<file path="src/rtl/pc_sequencer.sv">
// Program-counter sequencer: reset vector, stall, halt/resume, jump,
// PC-relative branch and call/return through a small hardware return stack.
module pc_sequencer #(
  parameter int              PC_W        = 8,
  parameter logic [PC_W-1:0] RESET_PC    = '0,
  parameter int              STACK_DEPTH = 4
) (
  input  logic            clk,
  input  logic            rst,
  input  logic            halt,
  input  logic            resume,
  input  logic            stall,
  input  logic            jump,
  input  logic [PC_W-1:0] jump_addr,
  input  logic            branch,
  input  logic [PC_W-1:0] branch_off,
  input  logic            call,
  input  logic            ret,
  output logic [PC_W-1:0] pc,
  output logic            halted,
  output logic            stk_empty,
  output logic            stk_full,
  output logic            stk_err
);

  localparam int CNT_W = $clog2(STACK_DEPTH + 1);
  localparam int IDX_W = (STACK_DEPTH > 1) ? $clog2(STACK_DEPTH) : 1;

  typedef enum logic {
    RUN    = 1'b0,
    HALTED = 1'b1
  } state_t;

  state_t          state;
  logic [CNT_W-1:0] count;
  logic [PC_W-1:0]  stack [STACK_DEPTH];
  logic [PC_W-1:0]  pc_inc;
  logic [IDX_W-1:0] top_idx;
  logic [IDX_W-1:0] push_idx;

  // Next sequential address and stack pointers derived from the occupancy count
  always_comb begin
    pc_inc   = pc + PC_W'(1);
    top_idx  = IDX_W'(count - CNT_W'(1));
    push_idx = IDX_W'(count);
  end

  assign halted    = (state == HALTED);
  assign stk_empty = (count == '0);
  assign stk_full  = (count == CNT_W'(STACK_DEPTH));

  // Run/halt FSM plus prioritised PC update and return-stack push/pop
  always_ff @(posedge clk) begin
    if (rst) begin
      state   <= RUN;
      pc      <= RESET_PC;
      count   <= '0;
      stk_err <= 1'b0;
      for (int unsigned i = 0; i < STACK_DEPTH; i++) begin
        stack[i] <= '0;
      end
    end else begin
      case (state)
        RUN: begin
          if (halt) begin
            state <= HALTED;
          end else if (stall) begin
            pc <= pc;
          end else if (ret) begin
            if (!stk_empty) begin
              pc    <= stack[top_idx];
              count <= count - CNT_W'(1);
            end else begin
              stk_err <= 1'b1;
              pc      <= pc_inc;
            end
          end else if (call) begin
            if (!stk_full) begin
              stack[push_idx] <= pc_inc;
              count           <= count + CNT_W'(1);
              pc              <= jump_addr;
            end else begin
              stk_err <= 1'b1;
              pc      <= pc_inc;
            end
          end else if (jump) begin
            pc <= jump_addr;
          end else if (branch) begin
            pc <= pc + branch_off;
          end else begin
            pc <= pc_inc;
          end
        end
        HALTED: begin
          if (resume) begin
            state <= RUN;
          end
        end
        default: state <= RUN;
      endcase
    end
  end

endmodule

</file>
<file path="config.mk">
export PLATFORM = sky130hd
export DESIGN_NAME = pc_sequencer
export DESIGN_NICKNAME = d
export VERILOG_FILES = /design/src/rtl/pc_sequencer.sv
export SDC_FILE = /design/constraint.sdc
export NUM_CORES = 1
export LEC_CHECK = 0
export BUFFER_PORTS_ARGS = -buffer_cell sky130_fd_sc_hd__buf_2
export CAP_MARGIN = 20
export CORE_UTILIZATION = 54
export CTS_BUF_LIST = sky130_fd_sc_hd__clkbuf_4 sky130_fd_sc_hd__clkbuf_8
export DETAILED_ROUTE_END_ITERATION = 10
export GPL_TIMING_DRIVEN = 0
export PLACE_DENSITY = 0.76
export SYNTH_ARGS = -nofsm -noshare
export SYNTH_HDL_FRONTEND = slang
export SYNTH_SLANG_ARGS = --single-unit
</file>
<file path="constraint.sdc">
create_clock -name clk -period 2.8 [get_ports clk]
set_clock_uncertainty 0.15 [all_clocks]
set_input_delay 0.56 -clock clk [delete_from_list [all_inputs] [get_ports clk]]
set_output_delay 0.56 -clock clk [all_outputs]
set_load 0.03 [all_outputs]
</file>
==> impl_metrics.env <==
export IMPL_nets=374
export IMPL_gp_congestion=0.861
export IMPL_static_leakage_power_nw=1.29
export IMPL_grt_start_max_net_pins=17
export IMPL_synthCells=284
export IMPL_numCtsBuffers=5
export IMPL_dpl_cell_area_sq_mm=0.00305
export IMPL_synth_area_per_cell_sq_um=9.83
export IMPL_clock_sinks=45
export IMPL_rows=25
export IMPL_r2r_start="count[0]"
export IMPL_async_reset_ff_share_pct=0
export IMPL_maxSlewHeadroom_pct=53.8
export IMPL_die_area_sq_mm=0.00546
export IMPL_rsz0062_at_grt="no"
export IMPL_initial_core_util_pct=57.6
export IMPL_maxCapViolCount=0
export IMPL_synth_nets=321
export IMPL_drc=0
export IMPL_yosysWarnings=0
export IMPL_routed_wl_mm=7.34
export IMPL_fmax_mhz=367
export IMPL_cp_slowest_cell="or4_1"
export IMPL_portBuffers=32
export IMPL_holdWs_ns=0.292
export IMPL_grt_pass1_vias=2296
export IMPL_cts_tree="yes"
export IMPL_status="completed"
export IMPL_via_count=2439
export IMPL_viasPerCell=6.02
export IMPL_drive_gt1_share_pct=25.1
export IMPL_endpoint_kind="register"
export IMPL_cts_max_path_buffers=2
export IMPL_seq_area_frac_synth_pct=43.7
export IMPL_core_sq_mm=0.00485
export IMPL_worstSetupStartpoint="count[0]"
export IMPL_antennaDiodeCount=0
export IMPL_synthFlopType="edfxtp_1"
export IMPL_fillCellCount=380
export IMPL_hp_start="resume"
export IMPL_drt_iter0_drc=243
export IMPL_slowest_delay_ns=0.52
export IMPL_ant_nets=0
export IMPL_post_drt_wl_per_cell_um=18.1
export IMPL_fp_dieW_um=73.9
export IMPL_synth_distinct_cells=46
export IMPL_crit_type="register to register"
export IMPL_period_share_pct=97.3
export IMPL_ios=37
export IMPL_first_pass_iters=5
export IMPL_mostFrequentLayoutCells="55 x nor2_1, 33 x buf_2, 32 x edfxtp_1, 14 x buf_4, 13 x a21oi_1"
export IMPL_syn2layout_area_growth_pct=19.3
export IMPL_ir_drop_mv=0.392
export IMPL_slew_viol_final=0
export IMPL_start_kind="register"
export IMPL_ctsHoldBuffers=0
export IMPL_cp_max_fo=10
export IMPL_cellPowerDensity_mw_per_mm2=484
export IMPL_postSynthRegisterBits=45
export IMPL_cp_common_cell="buf_6"
export IMPL_critPathArrivalTime_ns=2.60
export IMPL_cts_root_buf="clkbuf_8"
export IMPL_crit_required_ns=2.68
export IMPL_netlist_area_sq_mm=0.00279
export IMPL_setup_violations=0
export IMPL_antenna_found_initial=0
export IMPL_hold_violations=0
export IMPL_clock_latency_ns=0.32
export IMPL_worstPathCellList="buf_12 -> clkinvlp_4 -> ha_4 -> nand2_2 -> inv_2 -> or4_1 -> buf_6 -> or3_1 -> buf_6 -> nand2b_4"
export IMPL_min_period_ns=2.72
export IMPL_worst_pin_slew_ns=0.688
export IMPL_cts_htree_levels=2
export IMPL_final_common_cell="nor2_1"
export IMPL_grt_pass1_wl_mm=11.3
export IMPL_hpwlAfterDp_mm=5.10
export IMPL_design_power_total_mw=1.61
export IMPL_clk_pin_slew_ns=0.09
export IMPL_grt_overflow_total=0
export IMPL_grtUsageTotal_pct=29.1
export IMPL_synth_edf_count=32
export IMPL_die_y_um=73.9
export IMPL_fin_area_sq_mm=0.00333
export IMPL_hold_class="input port to register"
## metal layers
| metal | GRT usage, % | vias up | part of all wire, % |
|---|---|---|---|
| li1 | - | 1156 | - |
| met1 | 38.8 | 1173 | 42 |
| met2 | 47.9 | 96 | 50 |
| met3 | 4.66 | 14 | 6.8 |
| met4 | 10.5 | 0 | 1.8 |
| met5 | 0 | - | 0 |
## area by class of cell
| cell class | instances | area, sq um | area share [%] |
|---|---|---|---|
| buffer | 14 | 85.1 | 2.55 |
| clock buffer | 5 | 68.8 | 2.07 |
| inverter | 10 | 41.3 | 1.24 |
| sequential | 45 | 1220 | 36.8 |
| timing repair buffer | 46 | 265 | 7.96 |
| tap | 67 | 83.8 | 2.52 |
| clock inverter | 3 | 50.0 | 1.50 |
| multi-input combinational | 215 | 1510 | 45.4 |
## state kept, by name (all words and copies together) (netlist names)
name     count
pc           8
stack       32
count        3
halted       1
stk_err      1
## worst max-delay path, delay by kind of cell, from the launching register on
| family | cells | cell delay (ns) |
|---|---|---|
| simple gates | 4 | 1.07 |
| buf+inv | 5 | 0.62 |
| flops | 1 | 0.38 |
| fa+ha+maj | 1 | 0.20 |
## cells by family (layout without fill, tap and decap cells)
kind of cell    Yosys count  count (layout)  share of synthesized area [%]
mux                      11              11                           7.53
compound gates           66              66                           16.7
fa+ha+maj                12              12                           5.65
simple gates            116             116                           19.6
xor+xnor                 10              10                           3.14
flops                    45              45                           43.7
buf+inv                  24              78                           3.63
## where the power goes
| group | total [mW] | internal (mW) | switching (mW) |
|---|---|---|---|
| combinational | 0.316 | 0.123 | 0.193 |
| sequential | 0.761 | 0.738 | 0.0231 |
| clock | 0.535 | 0.274 | 0.261 |
| total | 1.61 | 1.13 | 0.477 |
## cells in the mapped netlist (4+ instances only)
cell      count  area (sq um)
nand3_1       4          20.0
o211ai_1      5          37.5
mux4_2        8           180
and2_1        4          25.0
a21oi_1      13          65.1
clkbuf_1     10          37.5
dfxtp_1      13           260
nor2_2        8          50.1
a211oi_1      8          60.1
nand2_1      12          45.0
nor2_1       56           210
inv_1         9          33.8
edfxtp_1     32           961
nand2b_1      7          43.8
xnor2_1       7          61.3
or3_1         4          25.0
nor2b_1       4          25.0
nor3_1       10          50.1
ha_1         11           138
o21ai_0      10          50.1
## path summary, 6_finish.rpt
kind                            depth (start not counted)  slack, ns          end
worst max-delay path                                   10       0.08  stack[2][5]
worst min-delay path                                    2       0.29       halted
worst max register to register                         10       0.08  stack[2][5]
worst min register to register                          2       0.33      stk_err
## through the flow
stage	util [%]	cells	setup TNS, ns	worst slack [ns]
after floorplan	-	284	0	0.0385
after global placement	62.9	383	-7.78	-0.403
after detailed placement	62.9	383	-8.97	-0.474
after CTS	66.3	392	0	0.0116
after global routing	68.7	405	0	0.0244
final	68.7	405	0	0.0752
## timing repair
| action | in CTS | in global routing |
|---|---|---|
| setup buffers | 1 | 13 |
| setup endpoints to repair | 28 | 24 |
| gates resized for setup | 11 | 4 |
| gates cloned | 0 | 0 |
| pin swaps | 0 | 2 |
(Power assumes the default switching activity.)
